File: src/rtl/ysyx_050518_lsu_ctrl_if.sv
// Bundle of the request, dcache, MMIO and response channels of the LSU controller.
// Every channel uses valid/ready (or req/ack) semantics: a transfer happens in
// the cycle where both the offer (valid/req) and the acceptance (ready/ack) are high.
interface ysyx_050518_lsu_ctrl_if #(
    parameter int XLEN    = 64,
    parameter int AW      = 64,
    parameter int MMIO_DW = 32
);
    // Request channel
    logic                req_valid;
    logic                req_ready;
    logic                req_we;
    logic [2:0]          req_func3;
    logic [AW-1:0]       req_addr;
    logic [XLEN-1:0]     req_wdata;
    logic [4:0]          req_rd;
    // Dcache port
    logic                dc_req;
    logic                dc_we;
    logic [AW-1:0]       dc_addr;
    logic [XLEN/8-1:0]   dc_wstrb;
    logic [XLEN-1:0]     dc_wdata;
    logic [XLEN-1:0]     dc_rdata;
    logic                dc_ack;
    // MMIO port
    logic                io_req;
    logic                io_we;
    logic [AW-1:0]       io_addr;
    logic [2:0]          io_size;
    logic [MMIO_DW-1:0]  io_wdata;
    logic [MMIO_DW-1:0]  io_rdata;
    logic                io_ack;
    // Response channel
    logic                resp_valid;
    logic                resp_ready;
    logic                resp_rd_we;
    logic [4:0]          resp_rd;
    logic [XLEN-1:0]     resp_data;
    logic                resp_err;

    // Environment side: issues requests, models the memories, consumes responses
    modport master (
        output req_valid, req_we, req_func3, req_addr, req_wdata, req_rd,
        input  req_ready,
        input  dc_req, dc_we, dc_addr, dc_wstrb, dc_wdata,
        output dc_rdata, dc_ack,
        input  io_req, io_we, io_addr, io_size, io_wdata,
        output io_rdata, io_ack,
        input  resp_valid, resp_rd_we, resp_rd, resp_data, resp_err,
        output resp_ready
    );

    // Controller side
    modport slave (
        input  req_valid, req_we, req_func3, req_addr, req_wdata, req_rd,
        output req_ready,
        output dc_req, dc_we, dc_addr, dc_wstrb, dc_wdata,
        input  dc_rdata, dc_ack,
        output io_req, io_we, io_addr, io_size, io_wdata,
        input  io_rdata, io_ack,
        output resp_valid, resp_rd_we, resp_rd, resp_data, resp_err,
        input  resp_ready
    );
endinterface

File: src/rtl/ysyx_050518_lsu_ctrl.sv
// Memory-stage load/store controller: accepts one request, routes it to the
// dcache or the MMIO bus by address window, aligns store data/strobes,
// extends load data and returns a registered response. dbg_state exposes the FSM.
module ysyx_050518_lsu_ctrl #(
    parameter int           XLEN    = 64,
    parameter int           AW      = 64,
    parameter logic [3:0]   MMIO_HI = 4'ha,
    parameter int           MMIO_DW = 32
) (
    input  logic                 clk,
    input  logic                 rst,
    ysyx_050518_lsu_ctrl_if.slave bus,
    output logic [1:0]           dbg_state
);
    localparam int OW = $clog2(XLEN / 8);

    localparam logic [1:0] IDLE    = 2'd0;
    localparam logic [1:0] DC_WAIT = 2'd1;
    localparam logic [1:0] IO_WAIT = 2'd2;
    localparam logic [1:0] RESP    = 2'd3;

    logic [1:0]       state;
    logic             we_q;
    logic [2:0]       func3_q;
    logic [AW-1:0]    addr_q;
    logic [XLEN-1:0]  wdata_q;
    logic [4:0]       rd_q;
    logic [XLEN-1:0]  data_q;
    logic             err_q;
    logic             rd_we_q;

    logic             accept;
    logic             is_io;
    logic [3:0]       req_size;
    logic             misaligned;
    logic             illegal;
    logic [3:0]       size_q;
    logic [OW-1:0]    offset;
    logic [OW+2:0]    shamt;
    logic [XLEN/8-1:0] size_mask;

    // Sign/zero extension of LSB-justified load data from bit 8*size-1
    function automatic logic [XLEN-1:0] extend(input logic [XLEN-1:0] raw, input logic [2:0] f3);
        logic [XLEN-1:0] r;
        case (f3)
            3'b000:  r = XLEN'($signed(raw[7:0]));
            3'b001:  r = XLEN'($signed(raw[15:0]));
            3'b010:  r = XLEN'($signed(raw[31:0]));
            3'b100:  r = XLEN'(raw[7:0]);
            3'b101:  r = XLEN'(raw[15:0]);
            3'b110:  r = XLEN'(raw[31:0]);
            default: r = raw;
        endcase
        return r;
    endfunction

    assign accept   = bus.req_valid && (state == IDLE);
    assign is_io    = (bus.req_addr[31:28] == MMIO_HI);
    assign req_size = 4'd1 << bus.req_func3[1:0];

    // Alignment check against the access size of the incoming request
    always_comb begin
        misaligned = 1'b0;
        case (bus.req_func3[1:0])
            2'b01:   misaligned = bus.req_addr[0];
            2'b10:   misaligned = |bus.req_addr[1:0];
            2'b11:   misaligned = |bus.req_addr[2:0];
            default: misaligned = 1'b0;
        endcase
    end

    assign illegal = (bus.req_func3 == 3'b111)
                  || (bus.req_we && bus.req_func3[2])
                  || ((XLEN == 32) && (bus.req_func3[1:0] == 2'b11))
                  || (is_io && (req_size > 4'(MMIO_DW / 8)))
                  || misaligned;

    // State and latched request/response registers
    always_ff @(posedge clk or posedge rst) begin
        if (rst) begin
            state   <= IDLE;
            we_q    <= 1'b0;
            func3_q <= 3'b0;
            addr_q  <= '0;
            wdata_q <= '0;
            rd_q    <= 5'b0;
            data_q  <= '0;
            err_q   <= 1'b0;
            rd_we_q <= 1'b0;
        end else begin
            case (state)
                IDLE: begin
                    if (accept) begin
                        we_q    <= bus.req_we;
                        func3_q <= bus.req_func3;
                        addr_q  <= bus.req_addr;
                        wdata_q <= bus.req_wdata;
                        rd_q    <= bus.req_rd;
                        data_q  <= '0;
                        rd_we_q <= 1'b0;
                        err_q   <= illegal;
                        if (illegal)    state <= RESP;
                        else if (is_io) state <= IO_WAIT;
                        else            state <= DC_WAIT;
                    end
                end
                DC_WAIT: begin
                    if (bus.dc_ack) begin
                        data_q  <= we_q ? '0 : extend(bus.dc_rdata >> shamt, func3_q);
                        rd_we_q <= !we_q;
                        state   <= RESP;
                    end
                end
                IO_WAIT: begin
                    if (bus.io_ack) begin
                        data_q  <= we_q ? '0 : extend(XLEN'(bus.io_rdata), func3_q);
                        rd_we_q <= !we_q;
                        state   <= RESP;
                    end
                end
                default: begin
                    if (bus.resp_ready) state <= IDLE;
                end
            endcase
        end
    end

    assign size_q    = 4'd1 << func3_q[1:0];
    assign offset    = addr_q[OW-1:0];
    assign shamt     = {offset, 3'b000};
    // size_q ones; a full-width shift clears everything so the mask becomes all ones
    assign size_mask = ~({(XLEN / 8){1'b1}} << size_q);

    assign bus.req_ready  = (state == IDLE);

    assign bus.dc_req     = (state == DC_WAIT);
    assign bus.dc_we      = bus.dc_req && we_q;
    assign bus.dc_addr    = addr_q & ~AW'(XLEN / 8 - 1);
    assign bus.dc_wstrb   = bus.dc_we ? (size_mask << offset) : '0;
    assign bus.dc_wdata   = wdata_q << shamt;

    assign bus.io_req     = (state == IO_WAIT);
    assign bus.io_we      = bus.io_req && we_q;
    assign bus.io_addr    = addr_q;
    assign bus.io_size    = {1'b0, func3_q[1:0]};
    assign bus.io_wdata   = wdata_q[MMIO_DW-1:0];

    assign bus.resp_valid = (state == RESP);
    assign bus.resp_rd_we = bus.resp_valid && rd_we_q;
    assign bus.resp_rd    = rd_q;
    assign bus.resp_data  = data_q;
    assign bus.resp_err   = bus.resp_valid && err_q;

    assign dbg_state      = state;
endmodule

File: src/flat_wrapper.sv
// flat-port wrapper written by rule: the top's interface ports become plain ports
module ysyx_050518_lsu_ctrl_flat 
#(
    parameter int           XLEN    = 64,
    parameter int           AW      = 64,
    parameter logic [3:0]   MMIO_HI = 4'ha,
    parameter int           MMIO_DW = 32
)
  (clk, rst, dbg_state, bus_req_valid, bus_req_we, bus_req_func3, bus_req_addr, bus_req_wdata, bus_req_rd, bus_req_ready, bus_dc_req, bus_dc_we, bus_dc_addr, bus_dc_wstrb, bus_dc_wdata, bus_dc_rdata, bus_dc_ack, bus_io_req, bus_io_we, bus_io_addr, bus_io_size, bus_io_wdata, bus_io_rdata, bus_io_ack, bus_resp_valid, bus_resp_rd_we, bus_resp_rd, bus_resp_data, bus_resp_err, bus_resp_ready);
  ysyx_050518_lsu_ctrl_if #(.XLEN(XLEN), .AW(AW), .MMIO_DW(MMIO_DW)) bus_i ();
  input  logic clk;
  input  logic rst;
  output logic [1:0] dbg_state;
  input wire logic [$bits(bus_i.req_valid)-1:0] bus_req_valid;
  input wire logic [$bits(bus_i.req_we)-1:0] bus_req_we;
  input wire logic [$bits(bus_i.req_func3)-1:0] bus_req_func3;
  input wire logic [$bits(bus_i.req_addr)-1:0] bus_req_addr;
  input wire logic [$bits(bus_i.req_wdata)-1:0] bus_req_wdata;
  input wire logic [$bits(bus_i.req_rd)-1:0] bus_req_rd;
  output wire logic [$bits(bus_i.req_ready)-1:0] bus_req_ready;
  output wire logic [$bits(bus_i.dc_req)-1:0] bus_dc_req;
  output wire logic [$bits(bus_i.dc_we)-1:0] bus_dc_we;
  output wire logic [$bits(bus_i.dc_addr)-1:0] bus_dc_addr;
  output wire logic [$bits(bus_i.dc_wstrb)-1:0] bus_dc_wstrb;
  output wire logic [$bits(bus_i.dc_wdata)-1:0] bus_dc_wdata;
  input wire logic [$bits(bus_i.dc_rdata)-1:0] bus_dc_rdata;
  input wire logic [$bits(bus_i.dc_ack)-1:0] bus_dc_ack;
  output wire logic [$bits(bus_i.io_req)-1:0] bus_io_req;
  output wire logic [$bits(bus_i.io_we)-1:0] bus_io_we;
  output wire logic [$bits(bus_i.io_addr)-1:0] bus_io_addr;
  output wire logic [$bits(bus_i.io_size)-1:0] bus_io_size;
  output wire logic [$bits(bus_i.io_wdata)-1:0] bus_io_wdata;
  input wire logic [$bits(bus_i.io_rdata)-1:0] bus_io_rdata;
  input wire logic [$bits(bus_i.io_ack)-1:0] bus_io_ack;
  output wire logic [$bits(bus_i.resp_valid)-1:0] bus_resp_valid;
  output wire logic [$bits(bus_i.resp_rd_we)-1:0] bus_resp_rd_we;
  output wire logic [$bits(bus_i.resp_rd)-1:0] bus_resp_rd;
  output wire logic [$bits(bus_i.resp_data)-1:0] bus_resp_data;
  output wire logic [$bits(bus_i.resp_err)-1:0] bus_resp_err;
  input wire logic [$bits(bus_i.resp_ready)-1:0] bus_resp_ready;
  assign bus_i.req_valid = bus_req_valid;
  assign bus_i.req_we = bus_req_we;
  assign bus_i.req_func3 = bus_req_func3;
  assign bus_i.req_addr = bus_req_addr;
  assign bus_i.req_wdata = bus_req_wdata;
  assign bus_i.req_rd = bus_req_rd;
  assign bus_req_ready = bus_i.req_ready;
  assign bus_dc_req = bus_i.dc_req;
  assign bus_dc_we = bus_i.dc_we;
  assign bus_dc_addr = bus_i.dc_addr;
  assign bus_dc_wstrb = bus_i.dc_wstrb;
  assign bus_dc_wdata = bus_i.dc_wdata;
  assign bus_i.dc_rdata = bus_dc_rdata;
  assign bus_i.dc_ack = bus_dc_ack;
  assign bus_io_req = bus_i.io_req;
  assign bus_io_we = bus_i.io_we;
  assign bus_io_addr = bus_i.io_addr;
  assign bus_io_size = bus_i.io_size;
  assign bus_io_wdata = bus_i.io_wdata;
  assign bus_i.io_rdata = bus_io_rdata;
  assign bus_i.io_ack = bus_io_ack;
  assign bus_resp_valid = bus_i.resp_valid;
  assign bus_resp_rd_we = bus_i.resp_rd_we;
  assign bus_resp_rd = bus_i.resp_rd;
  assign bus_resp_data = bus_i.resp_data;
  assign bus_resp_err = bus_i.resp_err;
  assign bus_i.resp_ready = bus_resp_ready;
  ysyx_050518_lsu_ctrl #(.XLEN(XLEN), .AW(AW), .MMIO_HI(MMIO_HI), .MMIO_DW(MMIO_DW)) u_core (.clk(clk), .rst(rst), .bus(bus_i), .dbg_state(dbg_state));
endmodule
File: config.mk
export PLATFORM = sky130hd
export DESIGN_NAME = ysyx_050518_lsu_ctrl_flat
export DESIGN_NICKNAME = d
export VERILOG_FILES = /design/src/rtl/ysyx_050518_lsu_ctrl_if.sv /design/src/rtl/ysyx_050518_lsu_ctrl.sv /design/src/flat_wrapper.sv
export SDC_FILE = /design/constraint.sdc
export NUM_CORES = 1
export LEC_CHECK = 0
export CAP_MARGIN = 20
export CORE_AREA = 3 3 215 217
export CTS_BUF_LIST = sky130_fd_sc_hd__clkbuf_8
export DETAILED_ROUTE_END_ITERATION = 8
export DIE_AREA = 0 0 218 220
export PLACE_DENSITY = 0.64
export SLEW_MARGIN = 20
export SYNTH_ARGS = -nofsm -noshare
export SYNTH_HDL_FRONTEND = slang
export SYNTH_SLANG_ARGS = --single-unit
File: constraint.sdc
create_clock -name clk -period 7.6 [get_ports clk]
set_clock_uncertainty 0.2 [all_clocks]
set_input_delay 1.52 -clock clk [delete_from_list [all_inputs] [get_ports clk]]
set_output_delay 1.52 -clock clk [all_outputs]
set_load 0.02 [all_outputs]
Word-level counts from Yosys, hierarchy flattened

Cells that the tools add are included.

Input bits: 239
Word-level logic and storage cells: 74
Output and inout port bits: 314
Bits in registers: 205

Reductions and logical operators: 20
Eq/ne operators: 16
$lt $le $gt $ge: 1
Shift-type cells: 6
Mux-type cells: 21
Bitwise logic cells: 1

Operator list:

| operator                                                             | count |
|---|---|
| 64-bit case mux with 6 select lines                                  | 1 |
| 64-bit two-way mux                                                   | 5 |
| 64-bit case mux with 5 select lines                                  | 1 |
| 64-bit case mux with 3 select lines                                  | 1 |
| 64-bit by 6-bit << shifter with 64-bit output                        | 1 |
| 64-bit by 6-bit right shift with 64-bit output                       | 1 |
| 3-bit == test, second input constant                                 | 4 |
| 2-bit two-way mux                                                    | 6 |
| 2-bit == test, second input constant                                 | 4 |
| 8-bit two-way mux                                                    | 1 |
| 8-bit NOT                                                            | 1 |
| 4-bit AND reduction                                                  | 2 |
| 1-bit by 2-bit << shifter with 4-bit output, first input constant    | 2 |
| 8-bit by 3-bit << shifter with 8-bit output                          | 1 |
| 8-bit by 4-bit << shifter with 8-bit output, first input constant    | 1 |
| 1-bit logical AND                                                    | 7 |
| 1-bit case mux with 3 select lines                                   | 2 |
| 2-bit case mux with 3 select lines                                   | 1 |
| 2-bit by 1-bit == test with 1-bit output, second input constant      | 2 |
| 4-bit == test, second input constant                                 | 1 |
| 4-bit by 3-bit > comparator with 1-bit output, second input constant | 1 |
| 2-bit != test, second input constant                                 | 2 |
| 4-bit nonzero test                                                   | 1 |
| 3-bit by 1-bit == test with 1-bit output, second input constant      | 1 |
| other kinds (11)                                                     | 15 |

Depth between registers and ports, before layout

Gate-level depths: netlist (run 1).

Depth after elaboration: 8
Depth in mapped cells: 10

Least setup slack after synthesis (run 1)

No wires, ideal clock.

Path kind: reg2out
Start point: register u_core.addr_q[0] (netlist: u_core.bus.io_addr[0])
End point: output port bus_dc_wstrb[5]
Cell stages (with the launch flop): 9
Arrival: 2,655 ps
Required time: 5,880 ps
Setup slack: 3,225 ps
Cells stage by stage: dfrtp_1 buf_4 buf_4 buf_2 buf_2 inv_1 nand2_1 a21oi_1 a2111oi_0

Word-level cells in the longest chain between the ends: 2

Ends and longest elaborated chain:

| what                                        | RTL line                    | RTL |
|---|---|---|
| start: declaration                          | ysyx_050518_lsu_ctrl.sv:25  | `logic [AW-1:0] addr_q;` |
| start signal: assignment                    | ysyx_050518_lsu_ctrl.sv:96  | `addr_q <= bus.req_addr;` |
| 8-bit by 3-bit << shifter with 8-bit output | ysyx_050518_lsu_ctrl.sv:139 | `assign bus.dc_wstrb = bus.dc_we ? (size_mask << offset) : '0;` |
| 8-bit two-way mux                           | ysyx_050518_lsu_ctrl.sv:139 |  |
| end: declaration                            | flat_wrapper.sv:24          | `output wire logic [$bits(bus_i.dc_wstrb)-1:0] bus_dc_wstrb;` |

Every way passes these cells.

Worst setup path after layout (run 1)

Start point: register u_core.addr_q[0] (netlist: u_core.bus.io_addr[0])
End point: output port bus_dc_wdata[61]

Word-level cells in the longest chain between the ends: 1

Ends and longest elaborated chain:

| what                                          | RTL line                    | RTL |
|---|---|---|
| 64-bit by 6-bit << shifter with 64-bit output | ysyx_050518_lsu_ctrl.sv:140 | `assign bus.dc_wdata = wdata_q << shamt;` |
| end: declaration                              | flat_wrapper.sv:25          | `output wire logic [$bits(bus_i.dc_wdata)-1:0] bus_dc_wdata;` |

Every way passes these cells.

==> flow_metrics.tcl, run 1 <==
set metrics [dict create \
    outcome "complete, no violations" \
    tritoncts "done" \
    fp.dieArea_um2 48000 \
    nets 1883 \
    hold_class "reg -> reg" \
    yosys.cell_types.count 55 \
    rsz0062_at_grt "false" \
    postSynthRegisterBits 205 \
    arrival_ns 3.80 \
    ys_warn_count 0 \
    antenna_found_initial 6 \
    vias_per_cell 5.02 \
    tightest_slew_ns 1.00 \
    timing.fmax_ghz 0.181 \
    p_comb_frac 0.648 \
    drv_slew 0 \
    hold_violations 0 \
    clkPwrFrac 0.118 \
    post-route-min-period_ns 5.52 \
    cp-start-kind "flip-flop" \
    place_area_um2 17600 \
    core.rowCount 77 \
    stdcell_area_um2 18500 \
    cts_inserted_buffers 40 \
    powerDensity_nw_per_um2 523 \
    postSynthAreaPerCell_um2 10.1 \
    drt_iter0_drc 888 \
    drc 0 \
    switching_power_mw 4.58 \
    ys.flop_type "dfrtp_1" \
    synthesis.instances 1227 \
    synth_top_area_frac 0.414 \
    intPower_mw 5.08 \
    postRouteAntennaNets 0 \
    wl_per_cell_um 23.8 \
    sw_frac_of_total 0.474 \
    final_common_cell "clkdlybuf4s50_1" \
    area.growth.synth_to_final_pct 48.8 \
    cts_setup_buffers 0 \
    grt_overflow 0 \
    final_util 0.417 \
    clock_sinks 205 \
    portBuffers 548 \
    synth_seq_area_share 0.414 \
    cts_resized 0 \
    pwr-share-seq 0.233 \
    dp_hpwl_mm 40.5 \
    clkSlewWorstSetupHoldPaths_ns 0.06 \
    ir_worst_vdd_mv 0.330 \
    crit_type "reg -> out" \
    start_util 0.280 \
    drt_wl_total_mm 53.9 \
    clock_latency_ns 0.59 \
    holdWs_ns 0.288 \
    synth-async-reset-ratio 1.00 \
    grt_pass1_vias 11800 \
    power_leakage_nw 7.62 \
    drt_pre_antenna_iters 8 \
    cts_root_buf "clkbuf_8" \
    tns_ns 0 \
    crit_fanout 47 \
    ctsLongestPathBuffers 3 \
    die_x_um 218 \
    synthTopCellsByArea "dfrtp_1 (41%), mux2_2 (16%), mux2i_1 (7.5%), buf_4 (6.1%), a21oi_1 (3.4%)" \
    core-area_um2 44300 \
    end_kind "output port" \
    ios 553 \
    cts_hold_buf 0 \
    route.vias.total 11400 \
    synth_edf_count 0 \
    grt_max_degree 126 \
    die_y_um 220 \
    cp.required_ns 5.88 \
    finalSetupViolCount 0 \
    final_cell_mix "clkdlybuf4s50_1 (548), dfrtp_1 (202), mux2_2 (175), mux2i_1 (93)" \
    slew_headroom 0.331 \
    yosysTopAreaCell "dfrtp_1" \
    grt_pass1_wl_mm 77.4 \
    finalCritPeriodShare 0.727 \
    gp_congestion 0.882 \
    gr-usage-all-layers 0.215 \
    htreeDepth 2 \
    drv_cap 0 \
    syn_area_um2 12400 \
    drive_above_1_share 0.165 \
]
[per-stage QoR]
stage | total power [mW] | cells | worst slack, ns
after floorplan | 5.87 | 1230 | 0.284
after global placement | 8.48 | 2190 | 2.78
after detailed placement | 8.51 | 2190 | 2.69
after CTS | 9.72 | 2261 | 2.02
after global routing | 10.2 | 2261 | 1.90
final | 9.66 | 2262 | 2.08
[registers in the layout, summed over array words and instances (netlist names)]
name / count
u_core.wdata_q: 64
u_core.err_q: 1
u_core.bus.resp_data: 64
u_core.func3_q: 3
u_core.rd_we_q: 1
u_core.dbg_state: 2
u_core.bus.resp_rd: 5
u_core.bus.io_addr: 64
u_core.we_q: 1
[final cells by class]
class,instances,area [µm²]
Multi-Input combinational cell,816,6090
Clock buffer,53,729
Timing Repair Buffer,566,5620
Inverter,11,48.8
Antenna cell,1,2.50
Sequential cell,205,5140
Fill cell,4315,25900
Tap cell,592,741
Clock inverter,18,87.6
[worst paths after layout]
kind,from,end,slack (ns),depth (start not counted)
min in group asynchronous,rst,u_core.bus.io_addr[6]$_DFFE_PP0P_,1.34,2
worst max register to register,u_core.bus.io_addr[0]$_DFFE_PP0P_,u_core.bus.resp_data[43]$_DFFE_PP0P_,3.44,6
worst min-delay path,u_core.rd_we_q$_DFFE_PP0P_,u_core.rd_we_q$_DFFE_PP0P_,0.29,1
worst min register to register,u_core.rd_we_q$_DFFE_PP0P_,u_core.rd_we_q$_DFFE_PP0P_,0.29,1
max in group asynchronous,rst,u_core.bus.io_addr[1]$_DFFE_PP0P_,4.41,3
worst max-delay path,u_core.bus.io_addr[0]$_DFFE_PP0P_,bus_dc_wdata[61],2.08,5
[critical path, cell delays in order, from the launching register on]
cell and delay [ns]:
dfrtp_4 0.87, buf_4 0.61, mux2_2 0.41, o21ai_0 0.44
mux2i_1 0.20, clkdlybuf4s50_1 0.63
[Yosys cell counts (10+ instances only)]
cell / number
dfrtp_1: 205
mux2_2: 175
buf_4: 101
mux2i_1: 93
nand2_1: 85
a21oi_1: 84
o21ai_0: 83
nor2_1: 79
clkbuf_1: 64
a221o_1: 31
o211ai_1: 23
nand2b_1: 19
buf_2: 18
a2bb2oi_1: 16
nor2b_1: 13
and2_1: 11
buf_1: 10
inv_1: 10
[per-layer routing]
metal,part of all wire,vias up,wire length [µm],global-route usage
met5,0.00017,-,9,0
met4,0.038,2,2070,0.0846
met3,0.088,83,4760,0.0666
met2,0.48,564,25800,0.362
met1,0.40,5551,21300,0.256
li1,-,5156,-,-
[power groups by stage]
stage                     Sequential, mW  Combinational (mW)  Clock, mW
final                               2.25                6.26       1.14
after global routing                2.33                6.62       1.22
after detailed placement            2.26                6.25          0
after global placement              2.25                6.23          0
after floorplan                     2.36                3.51          0
after CTS                           2.25                6.28       1.18
[cell families after synthesis]
family,Yosys count,share of synthesized area
adders and majority gates,4,0.00403
buffers and inverters,209,0.0986
muxes,270,0.238
other,1,0.000302
AOI/OAI and AO/OA,301,0.158
DFF,205,0.414
and+or+nand+nor,237,0.0876
Note: power is estimated with default switching activity, not from simulation.
==> inputs of run 2 (changes only) <==
==> constraint.sdc (replaced) <==
create_clock -name clk -period 4.7 [get_ports clk]
set_clock_uncertainty 0.2 [all_clocks]
set_input_delay 0.94 -clock clk [delete_from_list [all_inputs] [get_ports clk]]
set_output_delay 0.94 -clock clk [all_outputs]
set_load 0.02 [all_outputs]
==> run 2 against run 1 <==
  * Critical path depth is the same
  * Non-clock buffer count grew 3
  * Worst hold slack is essentially flat
  * Flip-flop and latch count is the same
  * Sequential power grew 59%
  * Setup slack lost 1.8 ns
  * Clock power grew 61%
  * Power grew 62%
  * Register-to-register slack lost 2.3 ns
  * Final cell count is the same
  * Combinational power grew 63%
  * Wire length shrank 0.51%
  * Critical endpoint is now bus_dc_wstrb[5]
  * Largest power group unchanged
==> flow_metrics.tcl, run 2 (synthesis results as in run 1) <==
set metrics [dict create \
    start_util 0.280 \
    clock_latency_ns 0.56 \
    busiest_layer "met2" \
    post-route-min-period_ns 4.39 \
    die_x_um 218 \
    grt_util_met1 0.261 \
    vias_per_cell 5.00 \
    final_cell_mix "clkdlybuf4s50_1 (547), dfrtp_1 (202), mux2_2 (175), mux2i_1 (93)" \
    power_leakage_nw 7.64 \
    crit_fanout 9 \
    clock_sinks 205 \
    gp_congestion 0.927 \
    drv_slew 0 \
    core.rowCount 77 \
    final_common_cell "clkdlybuf4s50_1" \
    rsz0062_at_grt "false" \
    end_kind "output port" \
    route.vias.total 11300 \
    ff2ff_path_depth 6 \
    ir_worst_vdd_mv 0.564 \
    cts_inserted_buffers 39 \
    gr-usage-met3 0.0647 \
    slowest_stage "a2111oi_0" \
    path_delay_family "buffers and inverters" \
    power_mw 15.6 \
    wl_per_cell_um 23.7 \
    hold_end "u_core.err_q$_DFFE_PP0P_" \
    grt_overflow 0 \
    crit_type "reg -> out" \
    rr_startpoint "u_core.bus.io_addr[0]$_DFFE_PP0P_" \
    grt_max_degree 113 \
    cp.required_ns 3.56 \
    grt_pass1_vias 11400 \
    placedCellCount 2193 \
    min_path_cells 2 \
    tns_ns 0 \
    slew_headroom 0.339 \
    drt_wl_total_mm 53.6 \
    cp_cell_sequence "inv_1, ha_1, nand2_1, a2111oi_0, clkdlybuf4s50_1" \
    tightest_slew_ns 0.989 \
    die_y_um 220 \
    rr_endpoint "u_core.bus.resp_data[15]$_DFFE_PP0P_" \
    stdcell_count 2262 \
    gr-usage-all-layers 0.213 \
    antenna_found_initial 7 \
    drt_pre_antenna_iters 5 \
    drive_above_1_share 0.162 \
    finalCritPeriodShare 0.934 \
    hold_violations 0 \
    hold_start "u_core.err_q$_DFFE_PP0P_" \
    holdWs_ns 0.288 \
    cpPeakStageDelay_ns 0.77 \
    critPathBufInv 2 \
    drc 0 \
    finalSetupViolCount 0 \
    use_met2 0.360 \
    cts_hold_buf 0 \
    htreeDepth 2 \
    tritoncts "done" \
    dp_hpwl_mm 40.8 \
    hold_class "reg -> reg" \
    timing.fmax_ghz 0.228 \
    ctsLongestPathBuffers 3 \
    outcome "complete, no violations" \
    grt_pass1_wl_mm 76.9 \
    cts_root_buf "clkbuf_8" \
    drv_cap 0 \
    reg2reg_slack_ns 1.11 \
    cp-start-kind "flip-flop" \
    arrival_ns 3.25 \
    core-area_um2 44300 \
    drt_iter0_drc 892 \
    fp.dieArea_um2 48000 \
    nets 1885 \
    portBuffers 548 \
    ios 553 \
    powerDensity_nw_per_um2 843 \
    postRouteAntennaNets 0 \
    area.growth.synth_to_final_pct 49.2 \
    clkSlewWorstSetupHoldPaths_ns 0.07 \
]
-- run 2: cell type report --
cell class	count	area, µm²
multi-input cells	816	6090
well taps	592	741
clock buffers	47	647
clock inverters	20	139
flip-flops and latches	205	5140
inverters	11	45.0
fillers	4314	25800
repair buffers	569	5700
diodes	2	5.00
-- run 2: how the worst max path moves through the flow --
stage / startpoint / cells past startpoint / slack [ns] / endpoint
after floorplan: rst / 1 / 0.90 / u_core.bus.io_addr[0]$_DFFE_PP0P_
after global placement: u_core.bus.io_addr[2]$_DFFE_PP0P_ / 4 / 0.86 / bus_dc_wstrb[5]
after detailed placement: u_core.bus.io_addr[2]$_DFFE_PP0P_ / 4 / 0.84 / bus_dc_wstrb[5]
after CTS: u_core.bus.io_addr[2]$_DFFE_PP0P_ / 4 / 0.17 / bus_dc_wstrb[5]
after global routing: u_core.dbg_state[1]$_DFFE_PP0P_ / 5 / 0.06 / bus_dc_wstrb[5]
final: u_core.dbg_state[1]$_DFFE_PP0P_ / 5 / 0.31 / bus_dc_wstrb[5]
-- run 2: metal layers --
layer  vias to the layer above  wire length [µm]
met5                         -                13
met1                      5479             21100
met3                        91              4760
met2                       578             26000
li1                       5167                 -
met4                         2              1780
-- run 2: stage by stage --
step                      cell area [µm²]  utilization  worst slack, ns
final                               18500        0.418            0.311
after global routing                18500        0.418           0.0646
after CTS                           18500        0.417            0.171
after detailed placement            17700        0.400            0.840
after global placement              17700        0.400            0.863
after floorplan                     12400            -            0.902
-- run 2: worst min-delay path, cell delays in order (launching register included) --
cell     delay (ns)
dfrtp_1        0.35
nand2_1        0.05
o21ai_0        0.06
-- run 2: repair_timing --
item / CTS / global route
hold endpoints to repair: 0 / 0
gates resized for setup: 0 / 1
buffers inserted: 0 / 0
endpoints found under the setup margin: 0 / 1
-- run 2: where the power goes --
part           internal (mW)  switching (mW)
Clock                   1.01           0.817
Combinational           4.62            5.59
Sequential              2.63           0.950
==> inputs of run 3 (changes only) <==
--- a/config.mk
+++ b/config.mk
@@ -5,13 +5,14 @@
 export SDC_FILE = /design/constraint.sdc
 export NUM_CORES = 1
 export LEC_CHECK = 0
+export ABC_AREA = 1
 export CAP_MARGIN = 20
-export CORE_AREA = 3 3 215 217
+export CORE_AREA = 8 8 209 211
 export CTS_BUF_LIST = sky130_fd_sc_hd__clkbuf_8
 export DETAILED_ROUTE_END_ITERATION = 8
-export DIE_AREA = 0 0 218 220
-export PLACE_DENSITY = 0.64
-export SLEW_MARGIN = 20
+export DIE_AREA = 0 0 217 219
+export PLACE_DENSITY = 0.73
+export SLEW_MARGIN = 10
 export SYNTH_ARGS = -nofsm -noshare
 export SYNTH_HDL_FRONTEND = slang
 export SYNTH_SLANG_ARGS = --single-unit
==> run 3 against run 2 <==
  * Wire length is 20% higher
  * Register-to-register slack better by 0.17 ns
  * Largest power group unchanged
  * Flip-flop and latch count stayed put
  * Sequential power is 5% lower
  * Combinational power is 7% higher
  * Critical path depth is 1 higher
==> flow_metrics.tcl, run 3 <==
set metrics [dict create \
    outcome "complete, no violations" \
    postRouteAntennaNets 0 \
    final_util 0.477 \
    rsz0062_at_grt "false" \
    drc 0 \
    synth-async-reset-ratio 1.00 \
    portBuffers 548 \
    die_x_um 217 \
    power_mw 16.0 \
    drt_iter0_drc 1500 \
    postSynthRegisterBits 205 \
    cts_hold_buf 0 \
    grt_pass1_vias 15000 \
    synth_edf_count 0 \
    yosys.cell_types.count 42 \
    synth_common_cells "nand2_1 (1005), dfrtp_1 (205), o21ai_0 (162), buf_4 (104)" \
    ios 553 \
    stdcell_area_um2 19300 \
    clkSlewWorstSetupHoldPaths_ns 0.06 \
    end_kind "output port" \
    nets 2678 \
    synth_seq_area_share 0.375 \
    crit_fanout 76 \
    gp_congestion 0.964 \
    core.rowCount 74 \
    holdWs_ns 0.274 \
    synth_fa_ha_area_frac 0.00366 \
    multiInputGateArea_um2 6670 \
    finalSetupViolCount 0 \
    timing.fmax_ghz 0.224 \
    fin_ws_ns 0.226 \
    drt_wl_total_mm 64.2 \
    powerDensity_nw_per_um2 832 \
    hold_class "reg -> reg" \
    post-route-min-period_ns 4.47 \
    slew_headroom 0.307 \
    ctsLongestPathBuffers 3 \
    grt_pass1_wl_mm 94.2 \
    fp.dieArea_um2 47500 \
    area.growth.synth_to_final_pct 41.1 \
    synth_compound_area_frac 0.121 \
    drive_above_1_share 0.0496 \
    synthTopCellsByArea "dfrtp_1 (38%), nand2_1 (28%), o21ai_0 (5.9%), buf_4 (5.7%), nand3_1 (3.3%)" \
    route.vias.total 15100 \
    ys.flop_type "dfrtp_1" \
    finalCritPeriodShare 0.952 \
    hold_violations 0 \
    synthesis.instances 2061 \
    place_area_um2 18500 \
    stdcell_count 3000 \
    synth-xor-area-share 0 \
    regArea_um2 5140 \
    clock_latency_ns 0.58 \
    die_y_um 219 \
    grt_overflow 0 \
    drt_pre_antenna_iters 6 \
    grt_max_degree 106 \
    synthMuxAreaShare 0.0117 \
    cts_root_buf "clkbuf_8" \
    drv_cap 0 \
    htreeDepth 2 \
    cp.required_ns 3.56 \
    syn_area_um2 13700 \
    postSynthAreaPerCell_um2 6.63 \
    final_cell_mix "nand2_1 (1004), clkdlybuf4s50_1 (548), dfrtp_1 (202), o21ai_0 (162), inv_1 (102)" \
    synth_top_family_by_area "simple AND/OR/NAND/NOR gates" \
    arrival_ns 3.33 \
    tritoncts "done" \
    ir_worst_vdd_mv 0.606 \
    dp_slack_ns 0.878 \
    cts_setup_buffers 0 \
    cts_resized 0 \
    synth-simple-area-share 0.350 \
    vias_per_cell 5.03 \
    start_util 0.338 \
    gr-usage-all-layers 0.257 \
    dp_hpwl_mm 48.9 \
    drv_slew 0 \
    ys_warn_count 0 \
    power_leakage_nw 9.40 \
    yosysMostFrequentCell "nand2_1" \
    crit_type "reg -> out" \
    fillers 4164 \
    antenna_found_initial 9 \
    placedCellCount 2927 \
    cts_inserted_buffers 38 \
    core-area_um2 40400 \
    synth_top_area_frac 0.375 \
    wl_per_cell_um 21.4 \
    clock_sinks 205 \
    cp-start-kind "flip-flop" \
    tightest_slew_ns 1.04 \
    tns_ns 0 \
    yosysTopAreaCell "dfrtp_1" \
    final_common_cell "nand2_1" \
]
==> run 3: critical path: stages, from the launching register on <==
cell             delay [ns]
dfrtp_4                0.47
buf_4                  0.68
nand2_1                0.11
o21ai_0                0.23
nand2_1                0.15
o21ai_0                0.38
clkdlybuf4s50_1        0.72
==> run 3: final cells by class <==
class / count / share of cell area
clock inverter: 21 / 0.00682
timing repair buffer: 569 / 0.294
clock buffer: 44 / 0.0314
antenna: 8 / 0.00104
inverter: 98 / 0.0198
multi-input combinational: 1523 / 0.346
sequential: 205 / 0.266
tap: 532 / 0.0345
==> run 3: kinds of logic (layout without fill, tap and decap cells) <==
family / Yosys count / after routing
AOI/OAI and AO/OA: 306 / 306
adders and majority gates: 4 / 4
buffers and inverters: 336 / 732
DFF: 205 / 205
muxes: 16 / 16
other: 1 / 12
and+or+nand+nor: 1193 / 1193
==> run 3: final timing paths <==
| check | start | cells past startpoint | end | slack (ns) |
|---|---|---|---|---|
| worst max-delay path | u_core.bus.io_addr[0]$_DFFE_PP0P_ | 6 | bus_dc_wdata[40] | 0.23 |
| worst min-delay path | u_core.wdata_q[59]$_DFFE_PP0P_ | 2 | u_core.wdata_q[59]$_DFFE_PP0P_ | 0.27 |
| worst max register to register | u_core.bus.io_addr[2]$_DFFE_PP0P_ | 10 | u_core.bus.resp_data[52]$_DFFE_PP0P_ | 1.28 |
| worst min register to register | u_core.wdata_q[59]$_DFFE_PP0P_ | 2 | u_core.wdata_q[59]$_DFFE_PP0P_ | 0.27 |
| max in group asynchronous | rst | 3 | u_core.bus.resp_data[16]$_DFFE_PP0P_ | 2.98 |
| min in group asynchronous | rst | 2 | u_core.bus.io_addr[36]$_DFFE_PP0P_ | 0.43 |
==> run 3: where the power goes <==
group	leakage [nW]	total [mW]	switching, mW	internal, mW
clock network	0.433	1.74	0.823	0.913
logic	6.34	10.9	6.88	4.03
registers	2.63	3.39	0.808	2.58
==> run 3: per-layer routing <==
metal,vias to the layer above,part of all wire,GRT usage
li1,7129,-,-
met1,7104,0.40,0.316
met2,734,0.48,0.430
met3,106,0.087,0.0660
met4,2,0.033,0.0947
met5,-,0.00020,0
